`src/rtl/uart_msg_pkg.sv`:
```
// Shared types and constants for the UART message arbiter.
// Latency: n/a (package only).
// Backpressure: n/a (package only).
package uart_msg_pkg;

  typedef enum logic {
    ST_IDLE = 1'b0,
    ST_SEND = 1'b1
  } state_t;

  // Bit positions of each requester in the grant/pending vectors.
  localparam int SRC_CHANGE  = 3;
  localparam int SRC_CONFIRM = 2;
  localparam int SRC_QUARTER = 1;
  localparam int SRC_DIME    = 0;

  localparam logic [7:0] ASCII_ZERO = 8'h30;
  localparam logic [7:0] ASCII_CR   = 8'h0D;
  localparam logic [7:0] ASCII_LF   = 8'h0A;

  localparam int MSG_LEN_CRLF = 6;
  localparam int MSG_LEN_BARE = 4;

  // Nibbles above 9 are deliberately not clamped; they map to ':' .. '?'.
  function automatic logic [7:0] bcd_ascii(input logic [3:0] digit);
    return ASCII_ZERO + {4'h0, digit};
  endfunction

endpackage

```
`src/rtl/uart_msg_arbiter_prio_pick4.sv`:
```
// Fixed-priority one-hot picker over four requests, bit 3 highest.
// Latency: purely combinational.
// Backpressure: none; output is 0 when no request is set.
// Ports: req (4-bit request vector) -> pick (one-hot winner or 0).
module prio_pick4 (
  input  logic [3:0] req,
  output logic [3:0] pick
);

  always_comb begin
    pick = 4'b0000;
    if (req[3])      pick = 4'b1000;
    else if (req[2]) pick = 4'b0100;
    else if (req[1]) pick = 4'b0010;
    else if (req[0]) pick = 4'b0001;
  end

endmodule

```
`src/rtl/uart_msg_arbiter.sv`:
```
// Arbitrates four vending event sources onto one UART byte stream as ASCII
// messages: tag, three BCD digits, optional CR LF.
// Latency: event pulse in N -> pending in N+1 -> tag byte on tx_data in N+2.
// Backpressure: tx_data holds while tx_ready=0 (no timeout); new events
//   coalesce into pending flags, repeats counted in drop_cnt (saturating).
// Ports: clk, reset (sync, active-low); give_change/confirm_uart/
//   quarter_uart/dime_uart event pulses; dabbled BCD balance; tx_ready in;
//   tx_valid/tx_data byte out; busy, grant, pending, drop_cnt status.
module uart_msg_arbiter
  import uart_msg_pkg::*;
#(
  parameter logic [7:0] TAG_CHANGE  = 8'h43,
  parameter logic [7:0] TAG_CONFIRM = 8'h56,
  parameter logic [7:0] TAG_QUARTER = 8'h51,
  parameter logic [7:0] TAG_DIME    = 8'h44,
  parameter bit         SEND_CRLF   = 1'b1
) (
  input  logic        clk,
  input  logic        reset,
  input  logic        give_change,
  input  logic        confirm_uart,
  input  logic        quarter_uart,
  input  logic        dime_uart,
  input  logic [11:0] dabbled,
  input  logic        tx_ready,
  output logic        tx_valid,
  output logic [7:0]  tx_data,
  output logic        busy,
  output logic [3:0]  grant,
  output logic [3:0]  pending,
  output logic [7:0]  drop_cnt
);

  localparam logic [2:0] LAST_IDX = SEND_CRLF ? 3'(MSG_LEN_CRLF - 1)
                                              : 3'(MSG_LEN_BARE - 1);

  state_t      state, state_nxt;
  logic [3:0]  grant_q, pending_q, events, pick, clr, dropped;
  logic [11:0] snap;
  logic [2:0]  idx;
  logic [7:0]  drop_q, drop_nxt, tag;
  logic [2:0]  n_drop;
  logic [8:0]  drop_sum;
  logic        start, xfer;

  assign events = {give_change, confirm_uart, quarter_uart, dime_uart};

  prio_pick4 u_pick (
    .req  (pending_q),
    .pick (pick)
  );

  always_comb begin
    state_nxt = state;
    start     = 1'b0;
    clr       = 4'b0000;
    tx_valid  = 1'b0;
    busy      = 1'b0;
    case (state)
      ST_IDLE: begin
        if (pending_q != 4'b0000) begin
          start     = 1'b1;
          clr       = pick;
          state_nxt = ST_SEND;
        end
      end
      ST_SEND: begin
        tx_valid = 1'b1;
        busy     = 1'b1;
        if (tx_ready && (idx == LAST_IDX)) state_nxt = ST_IDLE;
      end
      default: state_nxt = ST_IDLE;
    endcase
  end

  assign xfer = tx_valid & tx_ready;

  always_comb begin
    tag = TAG_DIME;
    if (grant_q[SRC_CHANGE])       tag = TAG_CHANGE;
    else if (grant_q[SRC_CONFIRM]) tag = TAG_CONFIRM;
    else if (grant_q[SRC_QUARTER]) tag = TAG_QUARTER;
  end

  always_comb begin
    tx_data = 8'h00;
    if (state == ST_SEND) begin
      case (idx)
        3'd0:    tx_data = tag;
        3'd1:    tx_data = bcd_ascii(snap[11:8]);
        3'd2:    tx_data = bcd_ascii(snap[7:4]);
        3'd3:    tx_data = bcd_ascii(snap[3:0]);
        3'd4:    tx_data = ASCII_CR;
        3'd5:    tx_data = ASCII_LF;
        default: tx_data = 8'h00;
      endcase
    end
  end

  // A repeat only counts as lost if the flag survives this edge; the source
  // being granted right now keeps its new pulse as a fresh request.
  assign dropped  = events & pending_q & ~clr;
  assign n_drop   = {2'b00, dropped[0]} + {2'b00, dropped[1]}
                  + {2'b00, dropped[2]} + {2'b00, dropped[3]};
  assign drop_sum = {1'b0, drop_q} + {6'b000000, n_drop};
  assign drop_nxt = drop_sum[8] ? 8'hFF : drop_sum[7:0];

  always_ff @(posedge clk) begin
    if (!reset) begin
      state     <= ST_IDLE;
      grant_q   <= 4'b0000;
      pending_q <= 4'b0000;
      snap      <= 12'h000;
      idx       <= 3'd0;
      drop_q    <= 8'h00;
    end else begin
      state     <= state_nxt;
      pending_q <= (pending_q & ~clr) | events;
      drop_q    <= drop_nxt;
      if (start) begin
        grant_q <= pick;
        snap    <= dabbled;
        idx     <= 3'd0;
      end else if (xfer) begin
        if (idx == LAST_IDX) begin
          grant_q <= 4'b0000;
          idx     <= 3'd0;
        end else begin
          idx <= idx + 3'd1;
        end
      end
    end
  end

  assign grant    = grant_q;
  assign pending  = pending_q;
  assign drop_cnt = drop_q;

endmodule

```
`config.mk`:
```
export PLATFORM = sky130hd
export DESIGN_NAME = uart_msg_arbiter
export DESIGN_NICKNAME = d
export VERILOG_FILES = /design/src/rtl/uart_msg_pkg.sv /design/src/rtl/uart_msg_arbiter_prio_pick4.sv /design/src/rtl/uart_msg_arbiter.sv
export SDC_FILE = /design/constraint.sdc
export NUM_CORES = 1
export LEC_CHECK = 0
export ABC_CLOCK_PERIOD_IN_PS = 2650
export CORE_UTILIZATION = 30
export CTS_BUF_LIST = sky130_fd_sc_hd__clkbuf_4
export CTS_CLUSTER_DIAMETER = 200
export DETAILED_ROUTE_END_ITERATION = 10
export HOLD_SLACK_MARGIN = 0.02
export PLACE_DENSITY = 0.6
export SYNTH_ARGS = -nofsm -noshare
export SYNTH_HDL_FRONTEND = slang
export SYNTH_SLANG_ARGS = --single-unit
```
`constraint.sdc`:
```
create_clock -name clk -period 2.65 [get_ports clk]
set_input_delay 0.3975 -clock clk [delete_from_list [all_inputs] [get_ports clk]]
set_output_delay 0.3975 -clock clk [all_outputs]
set_load 0.005 [all_outputs]
```
==> metrics <==
via/cell ratio=4.83; Filler cells=531; vias in the first global route=1377; Max Cap Viol=0; synthesis-to-layout area growth=40.9%; final hold vios=0; met3 usage=4.37%; Reg2Reg Depth=10; register area=646 µm²; first-pass GRT wire length=6510 µm; Critical Path RT=2.88 ns; CP Depth=11; drt drc=0; Setup crit end kind=flip-flop; FFs w/ async S/R, synth=0%; Syn Std Cell Area=1630 µm²; worst path bufs/invs=5; hold-fix buffers at CTS=0; Clock Power Share=24.5%; Switching Share=28.3%; Seq pwr share=51.9%; Post-Layout Cell Count=321; delay of the slowest critical-path stage=0.52 ns; Internal=739 µW; r2r setup slk=0.10 ns; Clock Root Buffer=clkbuf_4; num ports=45; met1 usage=21.7%; Pins Over Slew Limit=0; post-synthesis instance total=194; die area=5740 µm²; min cycle time layout=2.60 ns; worst clock skew=0.0104 ns; layout cells sized above 1=15.1%; Max Fclk=384 MHz; status=complete, no violations; clk sink count=32; DR iter-0 viols=80; Post-Syn Nets=218; Yosys reg bits=32; min-delay src=snap[9]; gr usage total=15.4%; Post-synth EDFFs=0; Die W=75.8 µm; Synth cell types=44; sequential-to-total area share from yosys stat=39.2%; nets@finish=275; Die Ht=75.8 µm; final setup fails=0; dpl cell area=2230 µm²; final instance area=2300 µm²; per-cell routed wire length=12.5 µm; RD Place Congestion=0.802; Lkg Pwr=0.000859 µW; cts bufs inserted=5; post-route setup TNS=0 ns; clock slew at reported path FFs=0.10 ns; Yosys warnings=0; Max VDD drop=171 µV; H-tree depth=2; multi-input combinational cell area=923 µm²; DR vias=1549; Placed Instances=313; Crit Path Max Fanout=4; GR peak layer=met2; CTS tree=yes; I/O Buffers=43; Row Count=26; Pre-antenna DRT Iters=5; total grt overflow=0; Main synth FF type=dfxtp_1; power share of the combinational group=23.7%; initial antenna violation count=0; core area=5170 µm²; met2 Resource Use GR=22.6%; worst hold-check path type=flip-flop to flip-flop; P_sw=292 µW; CP Cell Sequence=clkdlybuf4s50_1 > inv_1 > or2_2 > fa_1 > fa_2 > inv_2 > fa_2 > buf_4 > buf_4 > xnor2_2 > a21oi_2; post-layout util=44.5%; Initial Util=31.6%; Skew-Pair Late Insertion Delay=0.33 ns; Power Dens Cells=448 nW/µm²; # diodes=0; family with the most delay on the worst path=adder cells; DPL Wire Length=3030 µm; maximum number of pins on one net before global-route repair=19; Reg-to-Reg End=drop_cnt[2]; DRT Wirelength=4010 µm; CP startpoint=confirm_uart; Final Cycle Share=98.2%; Syn Area/Cell=8.42 µm²; Final ANT Viol Nets=0; Clock Tree Buf Depth=2; Worst setup SP type=input port; CP max-delay cell=fa_1; critical path class=input port to flip-flop; Critical Path AT=2.83 ns; worst flop-to-flop path startpoint=pending[2]; termination of the worst setup path=drop_cnt[2]
==> worst min-delay path: stages (launching register included) <==
cell and delay (ns):
dfxtp_1 0.32, o21ai_0 0.07, a21oi_1 0.06
==> synth_stat cells (2+ instances only) <==
library cell | n | area (µm²)
clkbuf_1 | 5 | 18.8
nand2_1 | 16 | 60.1
nor2_1 | 27 | 101
a31oi_1 | 4 | 25.0
xor2_1 | 3 | 26.3
nand2b_1 | 2 | 12.5
ha_1 | 2 | 25.0
buf_4 | 2 | 15.0
nor2b_1 | 4 | 25.0
mux2i_1 | 8 | 80.1
a21oi_1 | 22 | 110
a22oi_1 | 2 | 15.0
nand3_1 | 7 | 35.0
nor4b_1 | 2 | 17.5
a32oi_1 | 2 | 17.5
nor3_1 | 3 | 15.0
o21ai_0 | 12 | 60.1
o21ai_1 | 2 | 10.0
dfxtp_1 | 32 | 641
fa_1 | 3 | 60.1
inv_1 | 9 | 33.8
buf_2 | 3 | 15.0
==> routing by layer <==
| metal | vias up | wire length [µm] | part of all wire, % |
|---|---|---|---|
| met4 | 0 | 34 | 0.85 |
| met2 | 52 | 1760 | 44 |
| li1 | 786 | - | - |
| met3 | 2 | 193 | 4.8 |
| met1 | 709 | 2020 | 50 |
| met5 | - | 0 | 0 |
==> final cells by class <==
class	count	share of cell area [%]
multi-input cells	142	40.1
flip-flops and latches	32	28.1
repair buffers	61	24.6
well taps	70	3.81
clock buffers	5	1.63
inverters	9	1.47
clock inverters	2	0.326
==> per-stage QoR <==
stage | worst slack (ns) | power [µW] | hold slack, ns
after detailed placement | -0.360 | 790 | 0.474
after CTS | 0.00360 | 1040 | 0.491
after global routing | -0.00991 | 1100 | 0.510
after global placement | -0.329 | 788 | 0.471
after floorplan | 0.0168 | 676 | 0.454
final | 0.0481 | 1030 | 0.487
==> cell families (layout without fill, tap and decap cells) <==
family,after synthesis,after routing,share of synthesized area [%]
buffers and inverters,20,77,5.75
multiplexers,8,8,4.90
AO/OA/AOI/OAI,54,54,21.2
XOR/XNOR,4,4,2.15
AND/OR/NAND/NOR,70,70,21.3
adder cells (fa/ha/maj),5,5,5.21
flip-flops,32,32,39.2
other,1,1,0.230
==> placed cells by master, fill, tap and decap left out, types with 2 or more instances in the layout <==
cell type	Yosys	final
a32oi_1	2	2
inv_1	9	8
a21oi_1	22	21
nor2b_1	4	4
mux2i_1	8	8
nand2b_1	2	2
a22oi_1	2	2
clkbuf_4	0	5
o21ai_1	2	4
nor2_1	27	26
nand2_1	16	16
a31oi_1	4	4
xor2_1	3	3
nand3_1	7	7
fa_2	0	2
buf_4	2	18
dfxtp_1	32	30
ha_1	2	2
clkinv_1	0	2
o21ai_0	12	10
nor3_1	3	3
clkdlybuf4s50_1	0	43
==> power groups by stage <==
stage / sequential [µW] / clock, µW / combinational, µW
final: 535 / 252 / 244
after floorplan: 547 / 0 / 129
after global placement: 546 / 0 / 242
after global routing: 540 / 285 / 272
after CTS: 535 / 263 / 245
after detailed placement: 546 / 0 / 244
==> worst min path at each step <==
stage / end / slack (ns) / depth (start not counted)
3_5_place_dp: snap[11] / 0.47 / 2
4_1_cts: snap[11] / 0.49 / 2
6_report: snap[9] / 0.49 / 2
5_1_grt: snap[11] / 0.51 / 2
3_3_place_gp: snap[9] / 0.47 / 2
2_1_floorplan: snap[4] / 0.45 / 2
==> registers in the layout (all words and copies together) (netlist names) <==
name,count
snap,12
drop_cnt,8
grant,4
pending,4
idx,3
state,1
==> timing repair <==
item / in CTS / in global routing
setup buffers: 0 / 1
resized for setup: 0 / 9
endpoints found under the setup margin: 0 / 11
No activity file was read; power rests on OpenSTA's default activity.
